==> src/rtl/time_block_pkg.sv <==
// Shared definitions for the timekeeping core: field pointer, reset time, digit limits.
package time_block_pkg;

  typedef enum logic [1:0] {
    FLD_HOUR = 2'd0,
    FLD_MIN  = 2'd1,
    FLD_SEC  = 2'd2
  } field_e;

  // Time of day after reset: 12:00:00 AM
  localparam logic       RST_AMPM  = 1'b0;
  localparam logic [3:0] RST_HOUR  = 4'd12;
  localparam logic [2:0] RST_TENS  = 3'd0;
  localparam logic [3:0] RST_UNITS = 4'd0;

  // Digit limits
  localparam logic [3:0] UNITS_MAX = 4'd9;
  localparam logic [2:0] TENS_MAX  = 3'd5;
  localparam logic [3:0] HOUR_MAX  = 4'd12;

  // Field-select order HOUR -> MIN -> SEC -> HOUR
  function automatic field_e next_field(input field_e f);
    case (f)
      FLD_HOUR: next_field = FLD_MIN;
      FLD_MIN:  next_field = FLD_SEC;
      default:  next_field = FLD_HOUR;
    endcase
  endfunction

endpackage

==> src/rtl/time_block_bcd_mod60.sv <==
// Two-digit 00..59 counter (tens/units) with increment enable and gated carry out.
module bcd_mod60
  import time_block_pkg::*;
(
  input  logic       clk,
  input  logic       rst_n,
  input  logic       inc,
  input  logic       carry_en,
  output logic [2:0] tens,
  output logic [3:0] units,
  output logic       carry_out
);

  logic [2:0] tens_q, tens_d;
  logic [3:0] units_q, units_d;

  // Next digit values: units wrap 9->0 into tens, tens wrap 5->0
  always_comb begin
    tens_d  = tens_q;
    units_d = units_q;
    if (inc) begin
      if (units_q == UNITS_MAX) begin
        units_d = 4'd0;
        if (tens_q == TENS_MAX) tens_d = 3'd0;
        else                    tens_d = tens_q + 3'd1;
      end else begin
        units_d = units_q + 4'd1;
      end
    end
  end

  // Digit registers with synchronous active-low reset to 00
  always_ff @(posedge clk) begin
    if (!rst_n) begin
      tens_q  <= RST_TENS;
      units_q <= RST_UNITS;
    end else begin
      tens_q  <= tens_d;
      units_q <= units_d;
    end
  end

  // Carry fires on the 59 -> 00 wrap only when the next stage is allowed to count
  assign carry_out = inc & carry_en & (units_q == UNITS_MAX) & (tens_q == TENS_MAX);
  assign tens      = tens_q;
  assign units     = units_q;

endmodule

==> src/rtl/time_block.sv <==
// Timekeeping core: 12-hour time with seconds prescaler, run mode and button-driven set mode.
module time_block
  import time_block_pkg::*;
#(
  parameter int CLK_DIV = 1
) (
  input  logic       CLK,
  input  logic       RST,
  input  logic       SW_F1,
  input  logic       SW_F2,
  input  logic       TIMESET_RUN,
  output logic       TIM_AMPM,
  output logic [3:0] TIM_HOUR,
  output logic [2:0] TIM_MINHIGH,
  output logic [3:0] TIM_MINLOW,
  output logic [2:0] TIM_SECHIGH,
  output logic [3:0] TIM_SECLOW
);

  localparam int              CNT_W    = (CLK_DIV > 1) ? $clog2(CLK_DIV) : 1;
  localparam logic [CNT_W-1:0] CNT_LAST = CNT_W'(CLK_DIV - 1);

  logic [CNT_W-1:0] cnt_q, cnt_d;
  logic             f1_prev_q, f1_prev_d;
  logic             f2_prev_q, f2_prev_d;
  logic             mode_prev_q, mode_prev_d;
  field_e           ptr_q, ptr_d;
  logic             ampm_q, ampm_d;
  logic [3:0]       hour_q, hour_d;

  logic tick;
  logic mode_rise;
  logic set_ok;
  logic f1_evt, f2_evt;
  logic set_inc_hour, set_inc_min, set_inc_sec;
  logic sec_carry, min_carry;
  logic hour_inc;

  // Button and mode edge detection; buttons only act when set mode was already active
  always_comb begin
    mode_rise    = TIMESET_RUN & ~mode_prev_q;
    set_ok       = TIMESET_RUN & mode_prev_q;
    f1_evt       = set_ok & SW_F1 & ~f1_prev_q;
    f2_evt       = set_ok & SW_F2 & ~f2_prev_q & ~f1_evt;
    set_inc_hour = f2_evt & (ptr_q == FLD_HOUR);
    set_inc_min  = f2_evt & (ptr_q == FLD_MIN);
    set_inc_sec  = f2_evt & (ptr_q == FLD_SEC);
    f1_prev_d    = SW_F1;
    f2_prev_d    = SW_F2;
    mode_prev_d  = TIMESET_RUN;
  end

  // Prescaler: counts in run mode, held at 0 in set mode, one-cycle tick on wrap
  always_comb begin
    tick  = ~TIMESET_RUN & (cnt_q == CNT_LAST);
    cnt_d = cnt_q;
    if (TIMESET_RUN || tick) cnt_d = '0;
    else                     cnt_d = cnt_q + 1'b1;
  end

  // Field pointer: reloads HOUR on entry to set mode, F1 event advances it
  always_comb begin
    ptr_d = ptr_q;
    if (mode_rise)   ptr_d = FLD_HOUR;
    else if (f1_evt) ptr_d = next_field(ptr_q);
  end

  // Hour 12 -> 1 -> ... -> 11 -> 12; AM/PM flips only when entering 12
  always_comb begin
    hour_inc = min_carry | set_inc_hour;
    hour_d   = hour_q;
    ampm_d   = ampm_q;
    if (hour_inc) begin
      if (hour_q == HOUR_MAX) begin
        hour_d = 4'd1;
      end else begin
        hour_d = hour_q + 4'd1;
        if (hour_q == HOUR_MAX - 4'd1) ampm_d = ~ampm_q;
      end
    end
  end

  // Control and hour registers with synchronous active-low reset
  always_ff @(posedge CLK) begin
    if (!RST) begin
      cnt_q       <= '0;
      f1_prev_q   <= 1'b0;
      f2_prev_q   <= 1'b0;
      mode_prev_q <= 1'b0;
      ptr_q       <= FLD_HOUR;
      ampm_q      <= RST_AMPM;
      hour_q      <= RST_HOUR;
    end else begin
      cnt_q       <= cnt_d;
      f1_prev_q   <= f1_prev_d;
      f2_prev_q   <= f2_prev_d;
      mode_prev_q <= mode_prev_d;
      ptr_q       <= ptr_d;
      ampm_q      <= ampm_d;
      hour_q      <= hour_d;
    end
  end

  // Seconds: carry into minutes only while running
  bcd_mod60 u_sec (
    .clk       (CLK),
    .rst_n     (RST),
    .inc       (tick | set_inc_sec),
    .carry_en  (~TIMESET_RUN),
    .tens      (TIM_SECHIGH),
    .units     (TIM_SECLOW),
    .carry_out (sec_carry)
  );

  // Minutes: carry into the hour only while running
  bcd_mod60 u_min (
    .clk       (CLK),
    .rst_n     (RST),
    .inc       (sec_carry | set_inc_min),
    .carry_en  (~TIMESET_RUN),
    .tens      (TIM_MINHIGH),
    .units     (TIM_MINLOW),
    .carry_out (min_carry)
  );

  assign TIM_AMPM = ampm_q;
  assign TIM_HOUR = hour_q;

endmodule

==> config.mk <==
export PLATFORM = sky130hd
export DESIGN_NAME = time_block
export DESIGN_NICKNAME = d
export VERILOG_FILES = /design/src/rtl/time_block_pkg.sv /design/src/rtl/time_block_bcd_mod60.sv /design/src/rtl/time_block.sv
export SDC_FILE = /design/constraint.sdc
export NUM_CORES = 1
export LEC_CHECK = 0
export BUFFER_PORTS_ARGS = -buffer_cell sky130_fd_sc_hd__buf_2
export CORE_UTILIZATION = 53
export CTS_CLUSTER_SIZE = 12
export DETAILED_ROUTE_END_ITERATION = 7
export GPL_ROUTABILITY_DRIVEN = 0
export PLACE_DENSITY = 0.82
export SLEW_MARGIN = 40
export SYNTH_ARGS = -nofsm -noshare
export SYNTH_HDL_FRONTEND = slang
export SYNTH_HIERARCHICAL = 1
export SYNTH_SLANG_ARGS = --single-unit
==> constraint.sdc <==
create_clock -name CLK -period 3.6 [get_ports CLK]
set_clock_uncertainty 0.2 [all_clocks]
set_input_delay 0.36 -clock CLK [delete_from_list [all_inputs] [get_ports CLK]]
set_output_delay 0.36 -clock CLK [all_outputs]
set_load 0.005 [all_outputs]
# ---- After elaboration in Yosys (flattened, before gate mapping)
# Index checks and enable logic that the tools add are counted.
dict set report word_totals {
  regBits 25
  inputBits 5
  elab_cells 67
}
dict set report op_classes {
  n_addsub 6
  n_eq_ne 8
  n_mux 6
  bitwise_logic 29
  n_reduce_logical 7
}
# operator n
set ops {}
lappend ops {{1-bit bitwise AND} 17}
lappend ops {{4-bit equality test, second input constant} 4}
lappend ops {{4-bit by 1-bit adder with 4-bit output, second input constant} 3}
lappend ops {{4-bit 2-to-1 mux} 3}
lappend ops {{1-bit NOT} 9}
lappend ops {{3-bit by 1-bit adder with 3-bit output, second input constant} 2}
lappend ops {{3-bit equality test, second input constant} 2}
lappend ops {{3-bit 2-to-1 mux} 2}
lappend ops {{2-bit one-hot mux with 2 select lines} 1}
lappend ops {{2-bit AND reduction} 2}
lappend ops {{2-bit OR reduction} 2}
lappend ops {{1-bit OR} 3}
lappend ops {{3-bit AND reduction} 1}
lappend ops {{2-bit by 1-bit equality test with 1-bit output, second input constant} 1}
lappend ops {{2-bit equality test, second input constant} 1}
lappend ops {{2-bit logical NOT} 1}
lappend ops {{1-bit adder, second input constant} 1}
lappend ops {{1-bit logical OR} 1}

# ---- Depth between registers and ports, before layout
dict set report depth {
  word_depth 16
  ltp_mapped 12
}

# ---- Cells and area by module
# Netlist, hierarchy kept.
# mod n_inst cells_per_inst area_each_um2 seq_area_each_um2
set by_module_without_submodules {}
lappend by_module_without_submodules {bcd_mod60 2 35 347.8 140.1}
lappend by_module_without_submodules {time_block 1 57 524.3 220.2}

# ---- Least setup slack after synthesis
# No wires, ideal clock.
dict set report synth_path {
  kind {input to register}
  start {input SW_F1}
  end {register ampm_q (netlist: TIM_AMPM)}
  setup_time_ns 0.070
  arrival_ns 2.854
  required_ns 3.330
  slack_ns 0.477
  path_stages 12
  n_path_buf 0
  path_cell_list {nand2b_1 -> nand3_1 -> o22ai_1 -> nand2_2 -> nor4_1 -> inv_1 -> o41ai_1 -> nand2_2 -> nor4_1 -> a41oi_4 -> or4_1 -> a21oi_1}
}
dict set report synth_via {
  elab_chain_cells 15
  elab_cells_between_ends 17
  cone_classes {bitwise (16); reduce/logical (1)}
}
# item line
set synth_rtl {}
lappend synth_rtl {{start: declaration} time_block.sv:9} ;# input logic SW_F1,
lappend synth_rtl {{1-bit bitwise AND (2 in series)} time_block.sv:43} ;# f1_evt = set_ok & SW_F1 & ~f1_prev_q;
lappend synth_rtl {{1-bit NOT} time_block.sv:44} ;# f2_evt = set_ok & SW_F2 & ~f2_prev_q & ~f1_evt;
lappend synth_rtl {{1-bit bitwise AND} time_block.sv:44}
lappend synth_rtl {{1-bit bitwise AND} time_block.sv:47} ;# set_inc_sec = f2_evt & (ptr_q == FLD_SEC);
lappend synth_rtl {{1-bit OR} time_block.sv:108} ;# .inc (tick | set_inc_sec),
lappend synth_rtl {{1-bit bitwise AND (3 in series)} time_block_bcd_mod60.sv:44} ;# assign carry_out = inc & carry_en & (units_q == UNITS_MAX) & (tens_q == TENS_MAX);
lappend synth_rtl {{named net sec_carry} time_block.sv:36} ;# logic sec_carry, min_carry;
lappend synth_rtl {{1-bit OR} time_block.sv:119} ;# .inc (sec_carry | set_inc_min),
lappend synth_rtl {{1-bit bitwise AND (3 in series)} time_block_bcd_mod60.sv:44}
lappend synth_rtl {{named net min_carry} time_block.sv:36}
lappend synth_rtl {{1-bit OR} time_block.sv:70} ;# hour_inc = min_carry | set_inc_hour;
lappend synth_rtl {{3-bit AND reduction (no line)} -}
lappend synth_rtl {{end signal: assignment} time_block.sv:99} ;# ampm_q <= ampm_d;
lappend synth_rtl {{end: declaration} time_block.sv:28} ;# logic ampm_q, ampm_d;
# The timed path passes the listed nets, and every way through them passes these cells.
# A chain may end at the register's enable or synchronous reset.

# ---- Worst setup path in the final report
dict set report layout_path {
  start {register f1_prev_q}
  end {register ampm_q (netlist: TIM_AMPM)}
}
dict set report layout_via {
  elab_chain_cells 15
  elab_cells_between_ends 17
  cone_classes {bitwise (16); reduce/logical (1)}
}
# item line
set layout_rtl {}
lappend layout_rtl {{start: declaration} time_block.sv:24} ;# logic f1_prev_q, f1_prev_d;
lappend layout_rtl {{start signal: assignment} time_block.sv:95} ;# f1_prev_q <= f1_prev_d;
lappend layout_rtl {{1-bit NOT} time_block.sv:43}
lappend layout_rtl {{1-bit bitwise AND} time_block.sv:43}
lappend layout_rtl {{1-bit NOT} time_block.sv:44}
lappend layout_rtl {{1-bit bitwise AND} time_block.sv:44}
lappend layout_rtl {{1-bit bitwise AND} time_block.sv:47}
lappend layout_rtl {{1-bit OR} time_block.sv:108}
lappend layout_rtl {{1-bit bitwise AND (3 in series)} time_block_bcd_mod60.sv:44}
lappend layout_rtl {{named net sec_carry} time_block.sv:36}
lappend layout_rtl {{1-bit OR} time_block.sv:119}
lappend layout_rtl {{1-bit bitwise AND (3 in series)} time_block_bcd_mod60.sv:44}
lappend layout_rtl {{named net min_carry} time_block.sv:36}
lappend layout_rtl {{1-bit OR} time_block.sv:70}
lappend layout_rtl {{3-bit AND reduction (no line)} -}
# The timed path passes the listed nets, and every way through them passes these cells.

==> impl_metrics.tcl <==
set metrics [dict create \
    rows 17 \
    reg2reg_slack_ns 0.45 \
    arrival_ns 3.21 \
    switching_share 0.241 \
    pin_count 24 \
    grt_pass1_vias 911 \
    syn_avg_cell_area_sq_um 9.61 \
    drv_slew 0 \
    path_cells "nand2b_1 > nand3_1 > o22ai_1 > nand2_2 > nor4_1 > inv_1 > o41ai_1 > nand2_2 > nor4_1 > buf_4 > a41oi_4 > or4_1 > a21oi_1" \
    clockPowerShare 0.289 \
    wl_mm 2.30 \
    wl_per_cell_um 12.5 \
    ys_ff_latch 25 \
    rsz0062_at_grt "no" \
    synth_area_sq_mm 0.00122 \
    fin_cells 184 \
    grt_max_degree 24 \
    synth-seq-area-share 0.410 \
    place_hpwl_mm 1.69 \
    num_antenna_cells 0 \
    critPathLaunchType "flop" \
    crit_required_ns 3.66 \
    groute.usage.overall 0.203 \
    crit_buf_inv 2 \
    clkLatencyLatePin_ns 0.33 \
    finalHoldViolations 0 \
    cts_buffers 3 \
    power.density_mw_per_mm2 312 \
    vias 1037 \
    intPower_w 0.000334 \
    start_util 0.557 \
    max_slew_margin 0.498 \
    dpl.cell_count 180 \
    cpLargestDelayFamily "simple AND/OR/NAND/NOR gates" \
    clockRootBuffer "clkbuf_4" \
    leakage_nw 0.567 \
    clkTransAtPathRegs_ns 0.13 \
    overflow 0 \
    hold_path_class "in2reg" \
    cts_setup_buffers 0 \
    synth.distinct_cells 40 \
    setup_tns_ns 0 \
    period_share 0.875 \
    area_delta_synth_final_pct 15.8 \
    drt_iter0_markers 15 \
    pwr-share-comb 0.063 \
    drive_gt1_frac 0.224 \
    fin_crit_ns 3.15 \
    syn_inst 127 \
    fp.dieArea_sq_mm 0.00250 \
    grt_pass1_wl_mm 3.78 \
    crit_slowest_cell "or4_1" \
    layout_commonest_cell "dfxtp_1" \
    run_status "completed" \
    core_sq_mm 0.00219 \
    crit_fanout 9 \
    end_kind "flop" \
    ir_drop_uv 192 \
    cts_sinks 25 \
    synth_edf_count 0 \
    final_cell_mix "dfxtp_1, buf_2, inv_1, nand2_1, o21ai_0" \
    firstDrtPassIters 4 \
    max_stage_delay_ns 0.42 \
    fmax_mhz 318 \
    path_class "reg2reg" \
    worst_pin_slew_ns 0.743 \
    nNetsFinal 164 \
    ctsHtreeMaxLevel 1 \
    drc 0 \
    sequentialPowerShare 0.649 \
    cts-resized-gates 0 \
    cts_buffer_depth 2 \
    ys_warn_count 6 \
    cts_tree "done" \
    cts_hold_buffers 0 \
    n_fill_cell 176 \
    io_buffer_count 23 \
    setup_ws_ns 0.451 \
    synthFlopType "dfxtp_1" \
    via_per_inst 5.64 \
    synthArstFlopShare 0 \
    antenna_found_initial 0 \
    synth_nets 134 \
    die_h_um 50.0 \
    maxCapViolCount 0 \
    switchingPower_w 0.000106 \
    dp_slack_ns 0.317 \
    drtAntennaViolNets 0 \
    die_w_um 50.0 \
    finalSetupViolations 0 \
]
power groups by stage:
stage               Sequential [W]  Clock, W  Combinational [W]
global route              0.000287  0.000141          0.0000309
finish                    0.000286  0.000127          0.0000276
global placement          0.000292         0          0.0000266
CTS                       0.000286  0.000131          0.0000277
detailed placement        0.000292         0          0.0000275
floorplan                 0.000291         0          0.0000160
final timing paths:
path / from / endpoint / cells after the start
worst max-delay path: f1_prev_q$_SDFF_PN0_ / TIM_AMPM$_SDFFE_PN0P_ / 13
worst min register to register: TIM_AMPM$_SDFFE_PN0P_ / TIM_AMPM$_SDFFE_PN0P_ / 2
worst min-delay path: SW_F1 / f1_prev_q$_SDFF_PN0_ / 2
worst max register to register: f1_prev_q$_SDFF_PN0_ / TIM_AMPM$_SDFFE_PN0P_ / 13
flip-flops by register name (all words and copies together) (netlist names), 2 cells and up:
signal and cells:
TIM_HOUR 4, u_min/units 4, u_sec/units 4, u_min/tens 3
u_sec/tens 3, ptr_q 2
per-layer routing:
layer / GRT usage / vias to the layer above / wire length [um]
met5: 0 / - / 0
met4: 0.129 / 0 / 53
met3: 0.0278 / 5 / 66
met2: 0.354 / 18 / 1090
met1: 0.230 / 488 / 1090
li1: - / 526 / -
stage by stage:
stage / utilization / total power [W] / hold slack (ns) / instance area [sq um]
6_report: 0.645 / 0.000441 / 0.0453 / 1410
4_1_cts: 0.645 / 0.000445 / 0.0365 / 1410
3_5_place_dp: 0.632 / 0.000320 / 0.293 / 1390
5_1_grt: 0.645 / 0.000459 / 0.0426 / 1410
2_1_floorplan: - / 0.000307 / 0.236 / 1220
3_3_place_gp: 0.632 / 0.000318 / 0.264 / 1390
cell type report:
class	instances	area [sq um]	area share
multi-input combinational	93	686	0.485
clock inverter	1	5.00	0.00354
sequential	25	500	0.354
clock buffer	3	22.5	0.0159
timing repair buffer	25	130	0.0921
inverter	9	33.8	0.0239
tap	28	35.0	0.0248
synth_stat cells (3+ instances only):
cell type,n,share of area
nand2b_1,3,0.015
dfxtp_1,25,0.41
or4_1,3,0.018
nor2_1,4,0.012
nand3_1,3,0.012
a21oi_1,4,0.016
inv_1,9,0.028
or3_1,3,0.015
o21ai_0,7,0.029
nand2_1,8,0.025
and2_1,6,0.031
mux2i_1,4,0.033
a21boi_0,4,0.025
o31ai_1,4,0.025
kinds of logic (layout without fill, tap and decap cells):
group / count (synthesis) / in the layout / synth area share
buffers and inverters: 9 / 38 / 0.0277
adders and majority gates: 2 / 2 / 0.0205
other: 1 / 1 / 0.00307
DFF: 25 / 25 / 0.410
and+or+nand+nor: 50 / 50 / 0.282
AOI/OAI and AO/OA: 32 / 32 / 0.195
muxes: 4 / 4 / 0.0328
xor gates and xnor gates: 4 / 4 / 0.0287
Power figures use the tool's default switching activity.
